==> src/rtl/cause_encoder32_pkg.sv <==
// Shared constants, FSM encoding and helpers for the 32:5 cause encoder.
package cause_encoder32_pkg;

   localparam int IDX_W = 5;
   localparam int N_REQ = 32;
   localparam int GRP_W = 8;
   localparam int N_GRP = N_REQ / GRP_W;

   typedef enum logic {
      IDLE    = 1'b0,
      PRESENT = 1'b1
   } state_e;

   // Lowest set bit of an 8-bit group; 0 when the group is empty.
   function automatic logic [2:0] enc8(input logic [GRP_W-1:0] v);
      logic [2:0] r;
      r = '0;
      for (int i = GRP_W - 1; i >= 0; i--) begin
         if (v[i]) r = 3'(i);
      end
      return r;
   endfunction

endpackage

==> src/rtl/cause_encoder32_if.sv <==
// Request/selection bundle between cause sources, encoder and control FSM.
interface cause_encoder32_if
   import cause_encoder32_pkg::*;
   ();

   logic             en;
   logic [N_REQ-1:0] req;
   logic [N_REQ-1:0] mask;
   logic             ack;
   logic             valid;
   logic [IDX_W-1:0] idx;
   logic [N_REQ-1:0] pending;
   logic             any_eligible;

   modport master (
      input  en, req, mask, ack,
      output valid, idx, pending, any_eligible
   );

   modport slave (
      output en, req, mask, ack,
      input  valid, idx, pending, any_eligible
   );

endinterface

==> src/rtl/cause_encoder32_prio_enc32.sv <==
// Lowest-set-bit 32:5 priority encoder, built as 4 x 8:3 plus a 4:2 group pick.
module prio_enc32
   import cause_encoder32_pkg::*;
(
   input  logic [N_REQ-1:0] vec,
   output logic [IDX_W-1:0] idx,
   output logic             found
);

   logic [N_GRP-1:0] g_hit;
   logic [N_GRP-1:0] g_sel;
   logic [2:0]       g_idx [N_GRP];

   for (genvar g = 0; g < N_GRP; g++) begin : g_grp
      assign g_hit[g] = |vec[g*GRP_W +: GRP_W];
      assign g_idx[g] = enc8(vec[g*GRP_W +: GRP_W]);
   end

   // Isolate the lowest non-empty group so the select is one-hot.
   assign g_sel = g_hit & (~g_hit + 4'd1);
   assign found = |g_hit;

   always_comb begin
      idx = '0;
      unique case (1'b1)
         g_sel[0]: idx = {2'd0, g_idx[0]};
         g_sel[1]: idx = {2'd1, g_idx[1]};
         g_sel[2]: idx = {2'd2, g_idx[2]};
         g_sel[3]: idx = {2'd3, g_idx[3]};
         default:  idx = '0;
      endcase
   end

endmodule

==> src/rtl/cause_encoder32.sv <==
// Sticky cause capture plus lowest-index selection with valid/ack handshake.
module cause_encoder32
   import cause_encoder32_pkg::*;
(
   input  logic                     clk,
   input  logic                     rst_n,
   cause_encoder32_if.master        bus
);

   state_e           state_q, state_d;
   logic             valid_q, valid_d;
   logic [IDX_W-1:0] idx_q, idx_d;
   logic [N_REQ-1:0] pending_q, pending_d;
   logic [N_REQ-1:0] clr;
   logic [N_REQ-1:0] eligible;
   logic [IDX_W-1:0] enc_idx;
   logic             enc_found;

   assign eligible = pending_q & ~bus.mask;

   prio_enc32 u_enc (
      .vec   (eligible),
      .idx   (enc_idx),
      .found (enc_found)
   );

   always_comb begin
      state_d = state_q;
      valid_d = valid_q;
      idx_d   = idx_q;
      clr     = '0;
      unique case (state_q)
         IDLE: begin
            valid_d = 1'b0;
            if (bus.en && enc_found) begin
               state_d = PRESENT;
               valid_d = 1'b1;
               idx_d   = enc_idx;
            end
         end
         PRESENT: begin
            if (bus.ack) begin
               clr[idx_q] = 1'b1;
               state_d    = IDLE;
               valid_d    = 1'b0;
            end
         end
      endcase
      // A fresh request on the bit being served re-arms it.
      pending_d = (pending_q & ~clr) | bus.req;
   end

   always_ff @(posedge clk or negedge rst_n) begin
      if (!rst_n) begin
         state_q   <= IDLE;
         valid_q   <= 1'b0;
         idx_q     <= '0;
         pending_q <= '0;
      end else begin
         state_q   <= state_d;
         valid_q   <= valid_d;
         idx_q     <= idx_d;
         pending_q <= pending_d;
      end
   end

   assign bus.valid        = valid_q;
   assign bus.idx          = idx_q;
   assign bus.pending      = pending_q;
   assign bus.any_eligible = |eligible;

endmodule
==> src/flat_wrapper.sv <==
// flat-port wrapper written by rule: the top's interface ports become plain ports
module cause_encoder32_flat import cause_encoder32_pkg::*;
  (clk, rst_n, bus_en, bus_req, bus_mask, bus_ack, bus_valid, bus_idx, bus_pending, bus_any_eligible);
  cause_encoder32_if bus_i ();
  input  logic clk;
  input  logic rst_n;
  input wire logic [$bits(bus_i.en)-1:0] bus_en;
  input wire logic [$bits(bus_i.req)-1:0] bus_req;
  input wire logic [$bits(bus_i.mask)-1:0] bus_mask;
  input wire logic [$bits(bus_i.ack)-1:0] bus_ack;
  output wire logic [$bits(bus_i.valid)-1:0] bus_valid;
  output wire logic [$bits(bus_i.idx)-1:0] bus_idx;
  output wire logic [$bits(bus_i.pending)-1:0] bus_pending;
  output wire logic [$bits(bus_i.any_eligible)-1:0] bus_any_eligible;
  assign bus_i.en = bus_en;
  assign bus_i.req = bus_req;
  assign bus_i.mask = bus_mask;
  assign bus_i.ack = bus_ack;
  assign bus_valid = bus_i.valid;
  assign bus_idx = bus_i.idx;
  assign bus_pending = bus_i.pending;
  assign bus_any_eligible = bus_i.any_eligible;
  cause_encoder32 u_core (.clk(clk), .rst_n(rst_n), .bus(bus_i));
endmodule
==> config.mk <==
export PLATFORM = sky130hd
export DESIGN_NAME = cause_encoder32_flat
export DESIGN_NICKNAME = d
export VERILOG_FILES = /design/src/rtl/cause_encoder32_pkg.sv /design/src/rtl/cause_encoder32_if.sv /design/src/rtl/cause_encoder32_prio_enc32.sv /design/src/rtl/cause_encoder32.sv /design/src/flat_wrapper.sv
export SDC_FILE = /design/constraint.sdc
export NUM_CORES = 1
export LEC_CHECK = 0
export ABC_CLOCK_PERIOD_IN_PS = 2550
export CORE_MARGIN = 2
export CORE_UTILIZATION = 41
export DETAILED_ROUTE_END_ITERATION = 10
export GPL_TIMING_DRIVEN = 0
export PLACE_DENSITY_LB_ADDON = 0.12
export SLEW_MARGIN = 20
export SYNTH_ARGS = -nofsm -noshare
export SYNTH_HDL_FRONTEND = slang
export SYNTH_SLANG_ARGS = --single-unit
==> constraint.sdc <==
create_clock -name clk -period 2.55 [get_ports clk]
set_clock_uncertainty 0.05 [all_clocks]
set_input_delay 0.51 -clock clk [delete_from_list [all_inputs] [get_ports clk]]
set_output_delay 0.51 -clock clk [all_outputs]
set_load 0.005 [all_outputs]
==> summary.txt <==
Setup path
  • Slowest stage delay, CP: roughly 560 ps
  • Required @ worst endpoint: 1990 ps
  • CP arrival: 1980 ps
  • Setup crit end kind: output pin
  • CP max-delay cell: or4_4
  • Crit-path cells: nor2b_4 > or4_4 > nor4b_4 > nand3_2 > buf_2
  • WS Path Type: flop to output pin
  • Max FO, Critical Path: 3
  • CP startpoint kind: flop

STA
  • Crit path time final: 2539 ps
  • Final hold viol count: 0
  • RSZ-0062 raised after global routing: true
  • Max Freq: slightly below 400 MHz
  • Max_slew headroom: between 50% and 60%
  • Fin crit share: 99.56%
  • Max-slew violation count: 0
  • Worst hold slack: around 110 ps
  • Tightest Pin Transition: 650.6 ps
  • Final Setup Violations: 0

Routing
  • Drt first-iter violations: roughly 130
  • DR vias/cell: slightly above 5
  • Vias after detailed routing: around 2.2k
  • Pre-antenna DRT Iters: 5
  • Post-DR wirelength/cell: 15.23 um
  • Remaining DRCs: 0
  • WL final: 6.672 mm
  • Detail Route Antenna Nets: 0

Yosys
  • Dominant synthesized flop cell: dfrtp_1
  • Mapped Nets: 307
  • Mapped cell area: 2195 um^2
  • Synth area leaders: dfrtp_1 44%, nand2b_1 10%, nor2b_1 6.3%, a21o_1 5.5%, nand2_1 4.4%
  • Post-synthesis sequential area ratio: 44.47%
  • Avg Inst Size Synth: 9.182 um^2
  • Number of synthesized flops with an enable pin: 0
  • Post-synthesis compound-gate area fraction: 19.21%
  • Share of the synthesized area in the top cell type: 44.47%
  • Cell taking the most area after synthesis: dfrtp_1
  • Yosys warns: 0
  • Cells after Synth: ~240
  • Flops & latches, synth: 39
  • Post-synth ARST share: 100.0%
  • Post-synth cell types: 40
  • Mux cell area share after synthesis: 0%
  • Post-synthesis xor/xnor area fraction: 0%
  • Largest family of logic cells by synthesized area: simple AND/OR/NAND/NOR gates
  • Post-Synth Simple-Gate Area: approximately a third
  • Post-synthesis adder-cell area fraction: 0%

Floorplan
  • IO Pins: roughly 110
  • Std-Cell Rows: 26
  • Die span in x: around 77 um
  • Core box area: approximately 5000 um^2
  • Die Y: 77.16 um
  • DIE AREA: 5954 um^2
  • Initial core utilization: 42.70%

Flow run
  • Max_cap viols: 0

Global routing
  • Largest net degree at the start of global routing: 22
  • Initial antenna violation count: 0
  • GRT Overall Usage: about 23%
  • First-pass GRT wire length: 10.96 mm
  • GRT overflow: 0
  • Vias in the first global route: between 2k and 2.5k

Pwr
  • Peak VDD IR: approximately 280 uV
  • Gate power share: about a quarter
  • Power share of the clock group: a little under a third
  • Internal power: roughly 1.1 mW
  • Sw frac: 27.53%
  • Sw Pwr: approximately 420 uW
  • P_leak: between 1 and 1.5 nW
  • P per Cell Area: 422.1 nW/um^2
  • Flop pwr share: 44.3%

Finish
  • Share of layout cells above drive strength 1: 11.96%
  • # diodes: 0
  • Post-route cell area: 3616 um^2
  • Nets: 435
  • Fin util: between 70% and 80%
  • Non-filler instance count after layout: about 440
  • Area Growth Syn to Fin: 64.77%

Placement
  • GP Congestion: 0.8095
  • Port Buffer Count: 106
  • HPWL after detailed placement: 4.985 mm
  • Area after DPL: 3366 um^2
  • Placed cell count: roughly 420

Clock tree
  • CTS clk-pin slew, worst paths: 80 ps
  • Sink Count: 39
  • H-Tree Depth: 2
  • CTS Buffer Depth: 2
  • CTS tree: yes
  • Root buffer cell: clkbuf_8
  • Number of buffers created by CTS: 5
  • Clock latency on the worst-skew pair: 300 ps

Worst hold path
  • Hold WC Path Type: input pin to async pin

Run status
  • Status: complete, no violations
==> final cells by class <==
class	count	area (um^2)
well taps	70	87.58
fillers	436	1524
clock buffers	8	100.1
plain buffers	3	12.51
multi-input cells	191	1239
flip-flops and latches	39	975.9
repair buffers	121	1179
inverters	6	22.52
==> placed cells by master, fill, tap and decap left out, types with 2 or more instances in the layout <==
cell type / n
clkdlybuf4s50_1: 96
dfrtp_1: 39
nand2b_1: 33
nand2_1: 26
o21ai_0: 19
a21o_1: 16
nor2b_1: 16
buf_4: 14
nor2_1: 13
clkbuf_8: 7
dlygate4sd2_1: 6
inv_1: 5
nor2b_2: 5
a21oi_1: 5
nand3b_1: 4
nor3_1: 4
nand4b_1: 4
a31oi_1: 4
clkbuf_1: 3
buf_2: 3
nand3_1: 3
nor3b_1: 3
nand2b_4: 3
a211oi_1: 3
o31ai_1: 3
nand4_1: 2
nor2b_4: 2
nor4_2: 2
o21ai_1: 2
and4_1: 2
==> power groups by stage <==
stage                     sequential [mW]  clock, mW  combinational (mW)
after global placement              0.686          0               0.356
after global routing                0.681      0.501               0.417
after CTS                           0.675      0.479               0.370
after floorplan                     0.684          0               0.146
after detailed placement            0.688          0               0.363
final                               0.675      0.470               0.381
==> cells by family (layout without fill, tap and decap cells) <==
| group | count (synthesis) | after routing |
|---|---|---|
| AO/OA/AOI/OAI | 63 | 63 |
| buffers and inverters | 9 | 138 |
| flip-flops | 39 | 39 |
| AND/OR/NAND/NOR | 128 | 128 |
==> per-layer routing <==
metal | part of all wire, % | track usage (%) | vias to the layer above
met5 | 0 | 0 | -
met4 | 1.3 | 6.786 | 0
met3 | 6.2 | 4.588 | 8
met2 | 49 | 38.00 | 74
met1 | 44 | 31.08 | 1058
li1 | - | - | 1094
==> Yosys cell counts, types with 2 or more instances <==
cell       n
nand2_1   26
nor3_1     4
a21o_1    16
nor2b_1   22
o21ai_0   19
nand3_1    4
o31ai_1    3
and4_1     3
nand3b_1   4
inv_1      6
nor3b_1    3
a21oi_1    5
o21ai_1    2
nand4b_1   4
nand2b_1  35
nor2_1    13
nor4_1     2
dfrtp_1   39
a211oi_1   3
a31oi_1    4
clkbuf_1   2
nand4_1    2
==> worst paths after layout <==
| check | slack (ps) | depth (start not counted) | from | end |
|---|---|---|---|---|
| worst min-delay path | 110 | 1 | rst_n | u_core.bus.pending[31]$_DFF_PN0_ |
| worst max register to register | 340 | 8 | u_core.bus.pending[7]$_DFF_PN0_ | u_core.state_q$_DFF_PN0_ |
| worst min register to register | 440 | 1 | u_core.bus.pending[2]$_DFF_PN0_ | u_core.bus.pending[2]$_DFF_PN0_ |
| worst max-delay path | 10 | 5 | u_core.bus.pending[7]$_DFF_PN0_ | bus_any_eligible |
| min in group clk | 440 | 1 | u_core.bus.pending[2]$_DFF_PN0_ | u_core.bus.pending[2]$_DFF_PN0_ |
| max in group asynchronous | 1860 | 2 | rst_n | u_core.bus.pending[4]$_DFF_PN0_ |
==> worst max-delay path, delay by kind of cell (launching register included) <==
kind                   cells  cell delay (ps)
and+or+nand+nor            4             1150
buffers and inverters      1              150
DFF                        1              390
==> sequential cells by signal, summed over array words and instances, names as in the netlist <==
signal / count
u_core.bus.idx: 5
u_core.bus.pending: 32
u_core.bus.valid: 1
u_core.state_q: 1
==> per-stage QoR <==
step                      power [mW]  worst slack (ps)  setup TNS (ps)
after CTS                      1.524             3.112               0
after detailed placement       1.051            -794.4           -2400
final                          1.526             11.13               0
after global routing           1.600            -34.49          -34.49
after floorplan               0.8300             341.3               0
after global placement         1.041            -789.0           -6718
==> timing repair <==
item	in CTS	in global routing
hold buffers	0	0
pin swaps	4	7
setup buffers	7	7
gates resized for setup	18	9
setup endpoints to repair	1	1
Power figures use the tool's default switching activity.
